$ cat src/rtl/slope_arbiter_if.sv
`default_nettype none
// ============================================================================
// Module      : slope_arbiter_if
// Description : Bus bundle for slope_arbiter. Carries the per-channel sample
//               request/grant handshake and the registered trend result.
//               master : sample sources / result consumer
//               slave  : the slope_arbiter itself
//               Signals: req[NCH], data[NCH*WIDTH] (channel i at
//               [i*WIDTH +: WIDTH]), gnt[NCH] one-hot, out_valid, out_ch,
//               out_pos/out_neg/out_eq, out_peak/out_valley.
// Revision    : 1.0 - initial release
// ============================================================================
interface slope_arbiter_if #(
    parameter int WIDTH = 16,
    parameter int NCH   = 4,
    parameter int CHW   = 2
);
    logic [NCH-1:0]       req;
    logic [NCH*WIDTH-1:0] data;
    logic [NCH-1:0]       gnt;
    logic                 out_valid;
    logic [CHW-1:0]       out_ch;
    logic                 out_pos;
    logic                 out_neg;
    logic                 out_eq;
    logic                 out_peak;
    logic                 out_valley;

    modport master (
        output req, data,
        input  gnt, out_valid, out_ch, out_pos, out_neg, out_eq,
               out_peak, out_valley
    );

    modport slave (
        input  req, data,
        output gnt, out_valid, out_ch, out_pos, out_neg, out_eq,
               out_peak, out_valley
    );
endinterface
`default_nettype wire

$ cat src/rtl/slope_arbiter.sv
`default_nettype none
// ============================================================================
// Module      : slope_arbiter
// Description : Shares one unsigned magnitude comparator and trend tracker
//               across NCH sample channels. A round-robin arbiter grants one
//               requesting channel per cycle; the granted sample is compared
//               with that channel's previous sample and a registered result
//               (pos/neg/eq, peak/valley) appears one cycle later.
//               Ports: clk, rst (sync, active high), bus (slave modport).
// Revision    : 1.0 - initial release
// ============================================================================
module slope_arbiter #(
    parameter int WIDTH = 16,
    parameter int NCH   = 4,
    parameter int CHW   = 2
) (
    input  wire logic      clk,
    input  wire logic      rst,
    slope_arbiter_if.slave bus
);

    typedef enum logic [1:0] {
        TR_FLAT = 2'd0,
        TR_RISE = 2'd1,
        TR_FALL = 2'd2
    } trend_t;

    // Per-channel state
    logic [WIDTH-1:0] r_prev   [NCH];
    trend_t           r_trend  [NCH];
    logic [NCH-1:0]   r_primed;
    logic [CHW-1:0]   r_last;

    // Result registers
    logic             r_valid;
    logic [CHW-1:0]   r_ch;
    logic             r_pos;
    logic             r_neg;
    logic             r_eq;
    logic             r_peak;
    logic             r_valley;

    // Arbitration
    logic [NCH-1:0]   w_gnt;
    logic             w_any;
    logic [CHW-1:0]   w_sel;
    logic [CHW-1:0]   w_cand;

    // Datapath
    logic [WIDTH-1:0] w_ch_data [NCH];
    logic [WIDTH-1:0] w_sample;
    logic [WIDTH-1:0] w_prev;
    logic             w_gt;
    logic             w_lt;
    logic             w_eq;
    trend_t           w_cur_trend;
    trend_t           w_next_trend;
    logic             w_peak;
    logic             w_valley;

    for (genvar gi = 0; gi < NCH; gi++) begin : g_unpack
        assign w_ch_data[gi] = bus.data[gi*WIDTH +: WIDTH];
    end

    // Search starts at the channel after the last one granted, so the
    // channel just served has the lowest priority on the next cycle.
    always_comb begin
        w_gnt  = '0;
        w_any  = 1'b0;
        w_sel  = '0;
        w_cand = '0;
        if (!rst) begin
            for (int i = 1; i <= NCH; i++) begin
                w_cand = CHW'((int'(r_last) + i) % NCH);
                if (!w_any && bus.req[w_cand]) begin
                    w_any         = 1'b1;
                    w_sel         = w_cand;
                    w_gnt[w_cand] = 1'b1;
                end
            end
        end
    end

    assign w_sample    = w_ch_data[w_sel];
    assign w_prev      = r_prev[w_sel];
    assign w_cur_trend = r_trend[w_sel];
    assign w_gt        = (w_sample > w_prev);
    assign w_lt        = (w_sample < w_prev);
    assign w_eq        = (w_sample == w_prev);

    // Equal samples leave the trend alone so a plateau does not hide a
    // later peak or valley. Leaving FLAT never reports an event.
    always_comb begin
        w_next_trend = w_cur_trend;
        w_peak       = 1'b0;
        w_valley     = 1'b0;
        if (w_gt) begin
            w_valley     = (w_cur_trend == TR_FALL);
            w_next_trend = TR_RISE;
        end else if (w_lt) begin
            w_peak       = (w_cur_trend == TR_RISE);
            w_next_trend = TR_FALL;
        end
    end

    always_ff @(posedge clk) begin
        if (rst) begin
            // Pointer at the last channel makes channel 0 highest priority.
            r_last   <= CHW'(NCH - 1);
            r_primed <= '0;
            for (int i = 0; i < NCH; i++) begin
                r_prev[i]  <= '0;
                r_trend[i] <= TR_FLAT;
            end
            r_valid  <= 1'b0;
            r_ch     <= '0;
            r_pos    <= 1'b0;
            r_neg    <= 1'b0;
            r_eq     <= 1'b0;
            r_peak   <= 1'b0;
            r_valley <= 1'b0;
        end else begin
            r_valid  <= 1'b0;
            r_pos    <= 1'b0;
            r_neg    <= 1'b0;
            r_eq     <= 1'b0;
            r_peak   <= 1'b0;
            r_valley <= 1'b0;
            if (w_any) begin
                r_last           <= w_sel;
                r_prev[w_sel]    <= w_sample;
                r_primed[w_sel]  <= 1'b1;
                // The priming sample only seeds prev_data; no result.
                if (r_primed[w_sel]) begin
                    r_trend[w_sel] <= w_next_trend;
                    r_valid        <= 1'b1;
                    r_ch           <= w_sel;
                    r_pos          <= w_gt;
                    r_neg          <= w_lt;
                    r_eq           <= w_eq;
                    r_peak         <= w_peak;
                    r_valley       <= w_valley;
                end
            end
        end
    end

    assign bus.gnt        = w_gnt;
    assign bus.out_valid  = r_valid;
    assign bus.out_ch     = r_ch;
    assign bus.out_pos    = r_pos;
    assign bus.out_neg    = r_neg;
    assign bus.out_eq     = r_eq;
    assign bus.out_peak   = r_peak;
    assign bus.out_valley = r_valley;

endmodule
`default_nettype wire

$ cat src/flat_wrapper.sv
// flat-port wrapper written by rule: the top's interface ports become plain ports
module slope_arbiter_flat 
#(
    parameter int WIDTH = 16,
    parameter int NCH   = 4,
    parameter int CHW   = 2
)
  (clk, rst, bus_req, bus_data, bus_gnt, bus_out_valid, bus_out_ch, bus_out_pos, bus_out_neg, bus_out_eq, bus_out_peak, bus_out_valley);
  slope_arbiter_if #(.WIDTH(WIDTH), .NCH(NCH), .CHW(CHW)) bus_i ();
  input  wire logic clk;
  input  wire logic rst;
  input wire logic [$bits(bus_i.req)-1:0] bus_req;
  input wire logic [$bits(bus_i.data)-1:0] bus_data;
  output wire logic [$bits(bus_i.gnt)-1:0] bus_gnt;
  output wire logic [$bits(bus_i.out_valid)-1:0] bus_out_valid;
  output wire logic [$bits(bus_i.out_ch)-1:0] bus_out_ch;
  output wire logic [$bits(bus_i.out_pos)-1:0] bus_out_pos;
  output wire logic [$bits(bus_i.out_neg)-1:0] bus_out_neg;
  output wire logic [$bits(bus_i.out_eq)-1:0] bus_out_eq;
  output wire logic [$bits(bus_i.out_peak)-1:0] bus_out_peak;
  output wire logic [$bits(bus_i.out_valley)-1:0] bus_out_valley;
  assign bus_i.req = bus_req;
  assign bus_i.data = bus_data;
  assign bus_gnt = bus_i.gnt;
  assign bus_out_valid = bus_i.out_valid;
  assign bus_out_ch = bus_i.out_ch;
  assign bus_out_pos = bus_i.out_pos;
  assign bus_out_neg = bus_i.out_neg;
  assign bus_out_eq = bus_i.out_eq;
  assign bus_out_peak = bus_i.out_peak;
  assign bus_out_valley = bus_i.out_valley;
  slope_arbiter #(.WIDTH(WIDTH), .NCH(NCH), .CHW(CHW)) u_core (.clk(clk), .rst(rst), .bus(bus_i));
endmodule
$ cat config.mk
export PLATFORM = sky130hd
export DESIGN_NAME = slope_arbiter_flat
export DESIGN_NICKNAME = d
export VERILOG_FILES = /design/src/rtl/slope_arbiter_if.sv /design/src/rtl/slope_arbiter.sv /design/src/flat_wrapper.sv
export SDC_FILE = /design/constraint.sdc
export NUM_CORES = 1
export LEC_CHECK = 0
export ABC_CLOCK_PERIOD_IN_PS = 6800
export BUFFER_PORTS_ARGS = -buffer_cell sky130_fd_sc_hd__buf_2
export CAP_MARGIN = 5
export CORE_MARGIN = 1.5
export CORE_UTILIZATION = 40
export CTS_CLUSTER_DIAMETER = 120
export DETAILED_ROUTE_END_ITERATION = 7
export SLEW_MARGIN = 20
export SYNTH_ARGS = -nofsm -noshare
export SYNTH_HDL_FRONTEND = slang
export SYNTH_SLANG_ARGS = --single-unit
$ cat constraint.sdc
create_clock -name clk -period 6.8 [get_ports clk]
set_input_delay 0 -clock clk [delete_from_list [all_inputs] [get_ports clk]]
set_output_delay 0 -clock clk [all_outputs]
set_load 0.05 [all_outputs]
Yosys cells after proc, flatten, opt, wreduce, memory -nomap -nowiden
Memory sizes are Yosys's and may differ from the RTL's.
Index checks and enable logic that the tools add are counted.

word-level totals
  register bits after elaboration = 14
  bits in writable memories = 72
  input port bits = 70
  output and inout bits = 12
  word-level logic and storage cells = 118
  memories kept = 2

cells by class
  $add $sub $neg = 4
  $lt $le $gt $ge = 13
  equal/unequal tests = 3
  mux-type cells = 61
  bitwise operators = 9
  reduce and logical (&&, ||, !) cells = 17

memory list
  memory          words  width  rd ports  clocked after memory_dff  wr ports  RTL line             source
  u_core.r_prev   4      16     1         0                         4         slope_arbiter.sv:29  logic [WIDTH-1:0] r_prev [NCH];
  u_core.r_trend  4      2      1         0                         4         slope_arbiter.sv:30  trend_t r_trend [NCH];

operators by type and width
  operator                                                                number
  16-bit two-way mux                                                      3
  16-bit binary-select mux with 2-bit select                              1
  4-bit two-way mux                                                       8
  1-bit two-way mux                                                       29
  2-bit two-way mux                                                       10
  16-bit == test                                                          1
  16-bit greater-than comparator                                          1
  16-bit < comparator                                                     1
  4-bit bitwise OR                                                        4
  16-bit OR reduction                                                     1
  2-bit by 3-bit < comparator with 1-bit output (second input constant)   5
  1-bit binary-select mux with 2-bit select                               5
  1-bit demux with 2-bit select                                           5
  2-bit by 1-bit >= comparator with 1-bit output (second input constant)  5
  1-bit logical AND                                                       8
  5-bit OR reduction                                                      1
  2-bit by 1-bit adder with 2-bit output (second input constant)          2
  2-bit adder (second input constant)                                     2
  1-bit NOT                                                               4
  4-bit OR reduction                                                      1
  3-bit >= comparator (second input constant)                             1
  1-bit zero test                                                         3
  2-bit NOT with 3-bit output                                             1
  3-bit OR reduction                                                      1
  other kinds (4)                                                         4

Longest topological paths before layout
Gate-level depths: netlist of run 1.

  depth in word-level cells = 25
  depth in mapped cells = 22
  depth with buffers taken out = 17

Worst setup path before layout of run 1
No wires, ideal clock.

  path kind = register to register
  start = reg u_core.r_last[0]
  end = mem u_core.r_trend[1][1] in the netlist's numbering (data pin)
  library setup time = 0.162 ns
  data arrival time = 5.042 ns
  required time = 6.638 ns
  path slack = 1.597 ns
  stages on the path, launching flop included = 20
  buffers on the path = 4
  clock period less this slack = 5.203 ns
  path through = dfxtp_1 -> buf_2 -> inv_1 -> ha_1 -> clkbuf_1 -> mux4_2 -> nand2b_1 -> and3_1 -> nor2_2 -> buf_2 -> clkbuf_1 -> nand2_1 -> nand3_1 -> nand2_1 -> ha_1 -> nand4_1 -> or2_2 -> nor4_1 -> a31oi_1 -> nor3_1

RTL lines
  element                 RTL line              source
  start, declared         slope_arbiter.sv:32   logic [CHW-1:0] r_last;
  start signal, assigned  slope_arbiter.sv:109  r_last <= CHW'(NCH - 1);
  start signal, assigned  slope_arbiter.sv:130  r_last <= w_sel;
  end, declared           slope_arbiter.sv:30

==> results of run 1 <==
-- through the flow --
| stage | power (uW) | setup WS [ns] | area [sq um] |
|---|---|---|---|
| floorplan | 2099 | 1.597 | 5214 |
| global placement | 2484 | 1.099 | 5838 |
| detailed placement | 2509 | 0.9448 | 5838 |
| CTS | 3034 | 0.9030 | 6314 |
| global route | 3269 | 0.4903 | 6314 |
| finish | 3015 | 0.9489 | 6314 |
-- final timing paths --
kind,from,to,slack (ns)
hold reg to reg,u_core.bus.out_ch[0],u_core.bus.out_ch[0],0.48
setup reg to reg,u_core.r_last[0],u_core.r_trend[2][0],0.95
hold / removal,bus_data[38],u_core.r_prev[2][6],0.06
setup / recovery,u_core.r_last[0],u_core.r_trend[2][0],0.95
-- cell usage in the layout (no fill, tap or decap), drive strengths merged, types with 13 or more instances in the layout --
cell         synthesis  final
dfxtp               14     14
and3                19     19
o21ai               13     13
buf                 20     99
dlygate4sd3          0     17
inv                 25     28
mux2i               37     37
nand3               31     31
nand2               93     93
edfxtp              72     72
nor2                69     69
ha                  24     24
mux2                18     18
nor3                13     13
-- kinds of logic (layout without fill, tap and decap cells) --
group | Yosys count | in the layout | synth area share [%]
AOI/OAI and AO/OA | 60 | 60 | 8.376
xor gates and xnor gates | 1 | 1 | 0.1680
adders and majority gates | 24 | 24 | 5.760
buffers and inverters | 60 | 157 | 4.967
DFF | 86 | 86 | 46.84
muxes | 59 | 59 | 12.72
and+or+nand+nor | 243 | 243 | 21.17
-- what timing repair did --
| item | in CTS | in global routing |
|---|---|---|
| buffers inserted | 0 | 0 |
| hold buffers | 17 | 0 |
| endpoints found under the hold margin | 18 | 0 |
-- routing by layer --
layer  global-route usage, %  vias to the layer above  share of wire (%)
li1                        -                     2081                  -
met2                   31.43                      100                 45
met1                   27.82                     1939                 49
met3                   2.987                       13                4.7
met5                       0                        -                  0
met4                   5.783                        0                1.1
-- power breakdown --
| part | switching, uW | leakage, uW | internal [uW] |
|---|---|---|---|
| Sequential | 73.5 | 0.000867 | 814 |
| Clock | 218 | 0.000143 | 289 |
| Combinational | 1000 | 0.00179 | 620 |
-- state kept, by name (all words and copies together), names as in the netlist --
name	cells
u_core.r_last	2
u_core.bus.out_pos	1
u_core.r_prev	64
u_core.bus.out_valid	1
u_core.bus.out_peak	1
u_core.r_trend	8
u_core.r_primed	4
u_core.bus.out_neg	1
u_core.bus.out_ch	2
u_core.bus.out_valley	1
u_core.bus.out_eq	1
-- Yosys cell counts (3+ instances only) --
master,number,area [sq um]
edfxtp_1,72,2162
inv_1,25,93.84
mux2i_1,37,370.4
nor2_1,67,251.5
o211ai_1,4,30.03
and3_1,19,118.9
mux4_2,4,90.09
nand2_1,93,349.1
nand4_1,3,18.77
ha_1,24,300.3
o21ai_0,10,50.05
buf_1,7,26.28
nor3_1,13,65.06
a21o_1,3,22.52
or2_2,3,18.77
a21oi_1,12,60.06
dfxtp_1,14,280.3
a211oi_1,3,22.52
o21a_1,4,30.03
mux2_2,18,202.7
a22oi_1,4,30.03
nand3_1,31,155.2
clkbuf_1,15,56.30
buf_2,9,45.04
a221oi_1,4,35.03
-- worst max-delay path: stages (launching register included) --
cell       delay, ns
dfxtp_1         0.80
inv_1           0.27
ha_1            0.50
mux4_2          0.50
nor4b_4         0.40
a21o_1          0.16
o21a_2          0.61
buf_4           0.26
mux2_2          0.38
inv_1           0.08
ha_1            0.17
o21a_1          0.11
nor2_1          0.03
a2111oi_0       0.71
o22a_1          0.30
o21ai_2         0.13
a2111oi_2       0.24
-- layout make-up --
cell class / count / area (sq um) / share of cell area, %
Multi-Input combinational cell: 387 / 2534 / 40.13
Tap cell: 172 / 215.2 / 3.409
Timing Repair Buffer: 116 / 723.2 / 11.45
Clock inverter: 7 / 80.08 / 1.268
Sequential cell: 86 / 2442 / 38.68
Clock buffer: 9 / 225.2 / 3.567
Inverter: 25 / 93.84 / 1.486
==> impl_metrics.json, run 1 <==
{
  "synthesis.nets": 627,
  "tightest_slew_ns": 0.8486,
  "slew_violations": 0,
  "finalHoldViolCount": 0,
  "io_pins": 82,
  "synth_edf_count": 72,
  "seq_area_frac_synth_pct": 46.84,
  "wl_mm": 12.67,
  "postRouteAntennaNets": 0,
  "die_area_sq_um": 13730,
  "layout.cells.non_filler": 802,
  "dr.pass1.iters": 4,
  "syn_inst": 533,
  "worstSetupStartpointType": "register",
  "start_util_pct": 41.15,
  "grt-ovfl-total": 0,
  "core_sq_um": 12670,
  "yosysWarnings": 0,
  "die_y_um": 117.2,
  "finalNetCount": 719,
  "dp_hpwl_mm": 8.722,
  "drt_iter0_drc": 267,
  "max_slew_margin_pct": 43.29,
  "cts-root-buf": "clkbuf_16",
  "cts_tree": "built",
  "fin_crit_ns": 5.851,
  "drc": 0,
  "cellLeakagePower_uw": 0.002796,
  "critPathRequiredTime_ns": 6.96,
  "min_path_type": "primary input to register",
  "gp_congestion": 0.8619,
  "cts_buffer_depth": 2,
  "syn_to_final_growth_pct": 21.09,
  "grt_pass1_wl_mm": 20.59,
  "fmax_ghz": 0.1709,
  "antenna_found_initial": 0,
  "avgSynthCellArea_sq_um": 9.782,
  "finalSetupViolations": 0,
  "first_global_vias": 4052,
  "final.fill_count": 1212,
  "end_kind": "register",
  "worst-path-max-fanout": 32,
  "maxCapViolCount": 0,
  "die_x_um": 117.2,
  "power.density_nw_per_um2": 477.5,
  "status": "finished clean",
  "synth-seq-cells": 86,
  "via_per_inst": 5.153,
  "io_buffers": 81,
  "dr_total_vias": 4133,
  "wl_per_cell_um": 15.79,
  "clk_pin_slew_ns": 0.07,
  "rows": 41,
  "synthArstFlopShare_pct": 0,
  "placed_cells": 769,
  "cp.arrival_ns": 6.01,
  "fin_setup_tns_ns": 0,
  "grt_max_degree": 40,
  "utilization_pct": 49.83,
  "finalCritPeriodShare_pct": 86.05,
  "peakVddDrop_uv": 223.9,
  "synth_cell_types": 52,
  "track_usage_pct": 19.68,
  "clk_latency_ns": 0.35,
  "htree_num_levels": 3,
  "hold_depth": 3,
  "rsz0062_at_grt": "no",
  "cts_resized": 0,
  "worst_clock_skew_ns": 0.008585,
  "clock_sinks": 86,
  "cts_made_buffers": 9,
  "critPathKind": "register to register",
  "fin_hold_ws_ns": 0.06011,
  "n_antenna_cell": 0,
  "rr_worst_depth": 16,
  "synth-main-ff-cell": "edfxtp_1",
  "synth_area_sq_um": 5214,
  "layout-drive-gt1-share_pct": 24.13
}
No activity file was read; power rests on OpenSTA's default activity.
==> inputs of run 2 (changes only) <==
--- a/config.mk
+++ b/config.mk
@@ -12,6 +12,7 @@
 export CORE_UTILIZATION = 40
 export CTS_CLUSTER_DIAMETER = 120
 export DETAILED_ROUTE_END_ITERATION = 7
+export PLACE_DENSITY_LB_ADDON = 0.1
 export SLEW_MARGIN = 20
 export SYNTH_ARGS = -nofsm -noshare
 export SYNTH_HDL_FRONTEND = slang
==> impl_metrics.json, run 2 (synthesis gave the netlist of run 1 again) <==
{
  "status": "finished clean",
  "min_to": "u_core.r_prev[1][9]",
  "fmax_ghz": 0.1665,
  "die_y_um": 117.2,
  "p_int_uw": 1661,
  "power.density_nw_per_um2": 475.6,
  "reg_top3": "u_core.r_prev (64), u_core.r_trend (8), u_core.r_primed (4)",
  "die_x_um": 117.2,
  "dp_hpwl_mm": 8.764,
  "worst_clock_skew_ns": 0.009869,
  "rr_worst_depth": 17,
  "cellLeakagePower_uw": 0.002742,
  "drc": 0,
  "slowest_stage": "dfxtp_1",
  "syn_to_final_growth_pct": 19.15,
  "final_common_cell": "nand2_1",
  "grt_max_degree": 39,
  "placed_cell_area_sq_um": 5788,
  "maxCapViolCount": 0,
  "postRouteAntennaNets": 0,
  "htree_num_levels": 3,
  "die_area_sq_um": 13730,
  "p_comb_share_pct": 54.5,
  "r2r_end": "u_core.r_trend[0][0]",
  "worstSetupStartpointType": "register",
  "final.fill_count": 1222,
  "peakVddDrop_uv": 238.6,
  "max_stage_delay_ns": 0.80,
  "finalHoldViolCount": 0,
  "dr_total_vias": 4099,
  "clock_sinks": 86,
  "worstReg2RegStart": "u_core.r_last[0]",
  "io_buffers": 81,
  "finalCritPeriodShare_pct": 88.33,
  "seq_power_share_pct": 29.9,
  "min_from": "bus_data[25]",
  "largest_reg_flops": 64,
  "wl_per_cell_um": 16.06,
  "slew_violations": 0,
  "via_per_inst": 5.156,
  "p_total_uw": 2954,
  "grt-ovfl-total": 0,
  "dr.pass1.iters": 4,
  "finalSetupViolations": 0,
  "cts_buffer_depth": 2,
  "final_cell_mix": "nand2_1, buf_2, edfxtp_1",
  "crit_chain": "inv_1, ha_1, mux4_2, nand2b_1, and3_1, nor2_4, buf_4, mux2i_1, mux2_2, inv_1, ha_1, o21a_1, o21ai_0, a2111oi_0, o22a_1, o21ai_2, a2111oi_2",
  "core_sq_um": 12670,
  "io_pins": 82,
  "p_sw_uw": 1293,
  "end_kind": "register",
  "hold_depth": 2,
  "drt_iter0_drc": 234,
  "finalNetCount": 712,
  "fin_crit_ns": 6.006,
  "n_antenna_cell": 0,
  "antenna_found_initial": 0,
  "layout-drive-gt1-share_pct": 23.43,
  "largest_register": "u_core.r_prev",
  "critPathRequiredTime_ns": 6.95,
  "cp.arrival_ns": 6.15,
  "start_util_pct": 41.15,
  "wl_mm": 12.77,
  "cts_made_buffers": 9,
  "critPathKind": "register to register",
  "worst-path-max-fanout": 31,
  "max_slew_margin_pct": 39.41,
  "min_path_type": "primary input to register",
  "p_sw_share_pct": 43.76,
  "reg2reg_slack_ns": 0.79,
  "cts-root-buf": "clkbuf_16",
  "rows": 41,
  "tightest_slew_ns": 0.9055,
  "fin_setup_tns_ns": 0,
  "first_global_vias": 4090,
  "cts_tree": "built",
  "track_usage_pct": 19.78,
  "rsz0062_at_grt": "no",
  "cts_resized": 0,
  "grt_pass1_wl_mm": 20.51,
  "gp_congestion": 0.7721,
  "clk_pin_slew_ns": 0.06,
  "clk_latency_ns": 0.34,
  "post-route-cell-area_sq_um": 6212,
  "clkPwrFrac_pct": 15.6
}
==> run 2: changes by cell type in the layout (fill, tap and decap cells not counted) <==
cell | before | now
buf_4 | 17 | 13
clkinvlp_4 | 2 | 3
inv_6 | 3 | 2
buf_12 | 1 | 0
clkinv_2 | 0 | 1
dlygate4sd3_1 | 17 | 15
bufinv_16 | 1 | 0
clkbuf_1 | 0 | 1
clkinv_4 | 1 | 0
==> run 2: final cells by class <==
class,count,area [sq um],area share [%]
Multi-Input combinational cell,387,2534,40.79
Sequential cell,86,2442,39.32
Timing Repair Buffer,109,653.1,10.51
Clock buffer,10,229.0,3.686
Tap cell,172,215.2,3.464
Inverter,25,93.84,1.511
Clock inverter,6,45.04,0.7251
==> run 2: what timing repair did <==
action                                 in CTS  in global routing
hold buffers                               15                  0
setup buffers                               0                  0
endpoints found under the hold margin      16                  0
==> run 2: power groups by stage <==
stage / Combinational (uW) / Clock (uW) / Sequential (uW)
after floorplan: 1200 / 0 / 898
after global placement: 1590 / 0 / 891
after detailed placement: 1600 / 0 / 894
after CTS: 1620 / 471 / 884
after global routing: 1820 / 488 / 902
final: 1610 / 460 / 882
==> run 2: stage by stage <==
step / hold WS (ns) / std cells / setup WS, ns / util, %
after floorplan: 0.1065 / 533 / 1.597 / -
after global placement: 0.3211 / 764 / 0.9478 / 45.68
after detailed placement: 0.3240 / 764 / 0.8527 / 45.68
after CTS: 0.0002295 / 795 / 0.8224 / 49.03
after global routing: 0.002322 / 795 / 0.2729 / 49.03
final: 0.004607 / 795 / 0.7937 / 49.03
==> run 2: worst max path at each step <==
stage                           endpoint             start  slack [ns]  depth (start not counted)
global placement    u_core.r_trend[0][0]  u_core.r_last[0]        0.95                         17
detailed placement  u_core.r_trend[0][0]  u_core.r_last[0]        0.85                         17
global route        u_core.r_trend[1][1]  u_core.r_last[0]        0.27                         16
floorplan           u_core.r_trend[1][1]  u_core.r_last[0]        1.60                         19
CTS                 u_core.r_trend[0][0]  u_core.r_last[0]        0.82                         17
finish              u_core.r_trend[0][0]  u_core.r_last[0]        0.79                         17
==> run 2: metal layers <==
metal / vias to the layer above / wire [um] / GRT usage, %
li1: 2063 / - / -
met5: - / 0 / 0
met4: 0 / 153 / 6.265
met1: 1926 / 6112 / 25.51
met2: 100 / 5951 / 34.19
met3: 10 / 554 / 3.090
==> run 2: critical path, delay by kind of cell, from the launching register on <==
kind,cells,cell delay [ns]
DFF,1,0.80
buffers and inverters,3,0.77
muxes,3,0.90
AOI/OAI and AO/OA,6,1.64
adders and majority gates,2,0.79
and+or+nand+nor,3,0.88
==> inputs of run 3 (changes only) <==
--- a/config.mk
+++ b/config.mk
@@ -5,6 +5,7 @@
 export SDC_FILE = /design/constraint.sdc
 export NUM_CORES = 1
 export LEC_CHECK = 0
+export ABC_AREA = 1
 export ABC_CLOCK_PERIOD_IN_PS = 6800
 export BUFFER_PORTS_ARGS = -buffer_cell sky130_fd_sc_hd__buf_2
 export CAP_MARGIN = 5
@@ -12,7 +13,7 @@
 export CORE_UTILIZATION = 40
 export CTS_CLUSTER_DIAMETER = 120
 export DETAILED_ROUTE_END_ITERATION = 7
-export PLACE_DENSITY_LB_ADDON = 0.1
+export PLACE_DENSITY = 0.67
 export SLEW_MARGIN = 20
 export SYNTH_ARGS = -nofsm -noshare
 export SYNTH_HDL_FRONTEND = slang
==> impl_metrics.json, run 3 <==
{
  "synth-main-ff-cell": "edfxtp_1",
  "end_kind": "register",
  "finalNetCount": 758,
  "via_per_inst": 5.054,
  "p_sw_uw": 1358,
  "die_x_um": 115.9,
  "core_sq_um": 12520,
  "slew_violations": 0,
  "start_util_pct": 40.70,
  "io_pins": 82,
  "drc": 0,
  "synth_area_sq_um": 5095,
  "seq_power_share_pct": 30.6,
  "worstSetupStartpointType": "register",
  "p_comb_share_pct": 53.2,
  "synth_most_common_cell": "nand2_1",
  "dr.pass1.iters": 5,
  "p_int_uw": 1660,
  "grt_max_degree": 34,
  "p_sw_share_pct": 45.00,
  "syn_inst": 586,
  "finalSetupViolations": 0,
  "final.fill_count": 1238,
  "yosysWarnings": 0,
  "register_area_sq_um": 2442,
  "final_cell_mix": "nand2_1, nor2_1, buf_2",
  "synth_edf_count": 72,
  "die_area_sq_um": 13420,
  "tightest_slew_ns": 1.008,
  "grt_pass1_wl_mm": 20.20,
  "cts_tree": "built",
  "seq_area_frac_synth_pct": 47.94,
  "synthTopCellsByArea": "edfxtp_1, nand2_1, nor2_1",
  "clkPwrFrac_pct": 16.2,
  "timing.final.ws_setup_ns": 1.457,
  "clock_sinks": 86,
  "synth_common_cells": "nand2_1, nor2_1, edfxtp_1",
  "yosysTopAreaCellShare_pct": 42.44,
  "dr_total_vias": 4250,
  "cts-root-buf": "clkbuf_16",
  "cp.arrival_ns": 5.41,
  "fin_hold_ws_ns": 0.002729,
  "p_total_uw": 3019,
  "power.density_nw_per_um2": 511.8,
  "die_y_um": 115.9,
  "synthesis.nets": 680,
  "reg2reg_slack_ns": 1.46,
  "cts_made_buffers": 9,
  "gp_congestion": 0.8865,
  "synth-seq-cells": 86,
  "critPathRequiredTime_ns": 6.86,
  "antenna_found_initial": 0,
  "htree_num_levels": 3,
  "avgSynthCellArea_sq_um": 8.694,
  "finalHoldViolCount": 0,
  "status": "finished clean",
  "wl_per_cell_um": 15.43,
  "synth_cell_types": 40,
  "pre_cts_ws_ns": 1.487,
  "clk_pin_slew_ns": 0.06,
  "max_slew_margin_pct": 32.74,
  "fmax_ghz": 0.1872,
  "dp_hpwl_mm": 8.899,
  "first_global_vias": 4039,
  "peakVddDrop_uv": 153.4,
  "grt-ovfl-total": 0,
  "min_path_type": "primary input to register",
  "io_buffers": 81,
  "cts_setup_buffers": 0,
  "track_usage_pct": 19.72,
  "drt_iter0_drc": 311,
  "synth_area_leader_cell": "edfxtp_1",
  "clk_latency_ns": 0.34,
  "wl_mm": 12.98,
  "worst_clock_skew_ns": 0.008298,
  "reg_top3": "u_core.r_prev (64), u_core.r_trend (8), u_core.r_primed (4)",
  "rows": 41,
  "synthArstFlopShare_pct": 0,
  "finalCritPeriodShare_pct": 78.57,
  "layout-drive-gt1-share_pct": 21.67,
  "worst-path-max-fanout": 33,
  "rsz0062_at_grt": "no",
  "final_common_cell": "nand2_1",
  "cts_buffer_depth": 2,
  "critPathKind": "register to register",
  "maxCapViolCount": 0,
  "n_antenna_cell": 0,
  "cellLeakagePower_uw": 0.002806,
  "postRouteAntennaNets": 0,
  "multi_input_area_sq_um": 2172,
  "fin_crit_ns": 5.343,
  "syn_to_final_growth_pct": 15.77,
  "largest_reg_flops": 64,
  "fin_setup_tns_ns": 0,
  "largest_register": "u_core.r_prev"
}
run 3: cell types whose count changed after synthesis, sizes merged, moves of 9 or more:
cell / before / now
and3: 19 / 0
inv: 25 / 74
clkbuf: 15 / 3
mux2: 18 / 0
mux2i: 37 / 0
nand2: 93 / 129
o22ai: 1 / 18
nor2: 69 / 97
or2: 3 / 18
a21oi: 12 / 45
nor3: 13 / 4
run 3: path summary, 6_finish.rpt:
| path | endpoint | depth (start not counted) | start |
|---|---|---|---|
| worst max-delay path | u_core.r_trend[1][1] | 21 | u_core.r_last[0] |
| worst min-delay path | u_core.r_prev[2][15] | 3 | bus_data[47] |
| worst max register to register | u_core.r_trend[1][1] | 21 | u_core.r_last[0] |
| worst min register to register | u_core.r_primed[1] | 2 | u_core.r_primed[1] |
run 3: area by class of cell:
cell class	instances	share of cell area (%)
Sequential cell	86	41.41
Multi-Input combinational cell	403	36.83
Timing Repair Buffer	90	8.401
Inverter	74	4.794
Clock buffer	11	3.946
Tap cell	172	3.649
Clock inverter	5	0.9758
run 3: per-layer routing:
layer | track usage, % | part of all wire, % | up-vias
met1 | 25.99 | 43 | 1957
li1 | - | - | 2107
met4 | 6.179 | 1.7 | 0
met2 | 32.75 | 48 | 160
met5 | 0 | 0 | -
met3 | 4.027 | 6.9 | 26
run 3: critical path, stage by stage, from the launching register on:
cell	delay, ns
dfxtp_1	0.62
inv_4	0.16
ha_1	0.40
inv_1	0.13
nand3_2	0.12
nand2_4	0.12
nor2_4	0.07
nand3_2	0.07
nand2_2	0.31
nor2_4	0.57
nand2_2	0.53
or2_2	0.46
nand3_1	0.15
inv_2	0.06
ha_1	0.30
nand4_1	0.12
o221ai_1	0.25
nand2_1	0.08
nand2_1	0.16
nand2_1	0.13
nand3_1	0.17
nor2_1	0.06
run 3: repair_timing:
| item | CTS | global route |
|---|---|---|
| setup endpoints to repair | 0 | 0 |
| hold buffers | 9 | 0 |
| hold endpoints to repair | 12 | 0 |
| gates resized for setup | 0 | 0 |
run 3: per-stage QoR:
step / area [sq um] / utilization (%) / instances
floorplan: 5095 / - / 586
global placement: 5518 / 44.08 / 816
detailed placement: 5518 / 44.08 / 816
CTS: 5898 / 47.12 / 841
global route: 5898 / 47.12 / 841
finish: 5898 / 47.12 / 841
run 3: cells by family after synthesis:
family,after synthesis,share of synthesized area (%)
buffers and inverters,97,9.479
adders and majority gates,24,5.894
AOI/OAI and AO/OA,101,11.69
and+or+nand+nor,278,25.00
DFF,86,47.94
run 3: power by group through the flow:
stage | Clock, uW | Sequential (uW) | Combinational (uW)
2_1_floorplan | 0 | 940 | 1230
3_3_place_gp | 0 | 921 | 1550
3_5_place_dp | 0 | 934 | 1580
4_1_cts | 492 | 923 | 1600
5_1_grt | 512 | 941 | 1800
6_report | 489 | 923 | 1610
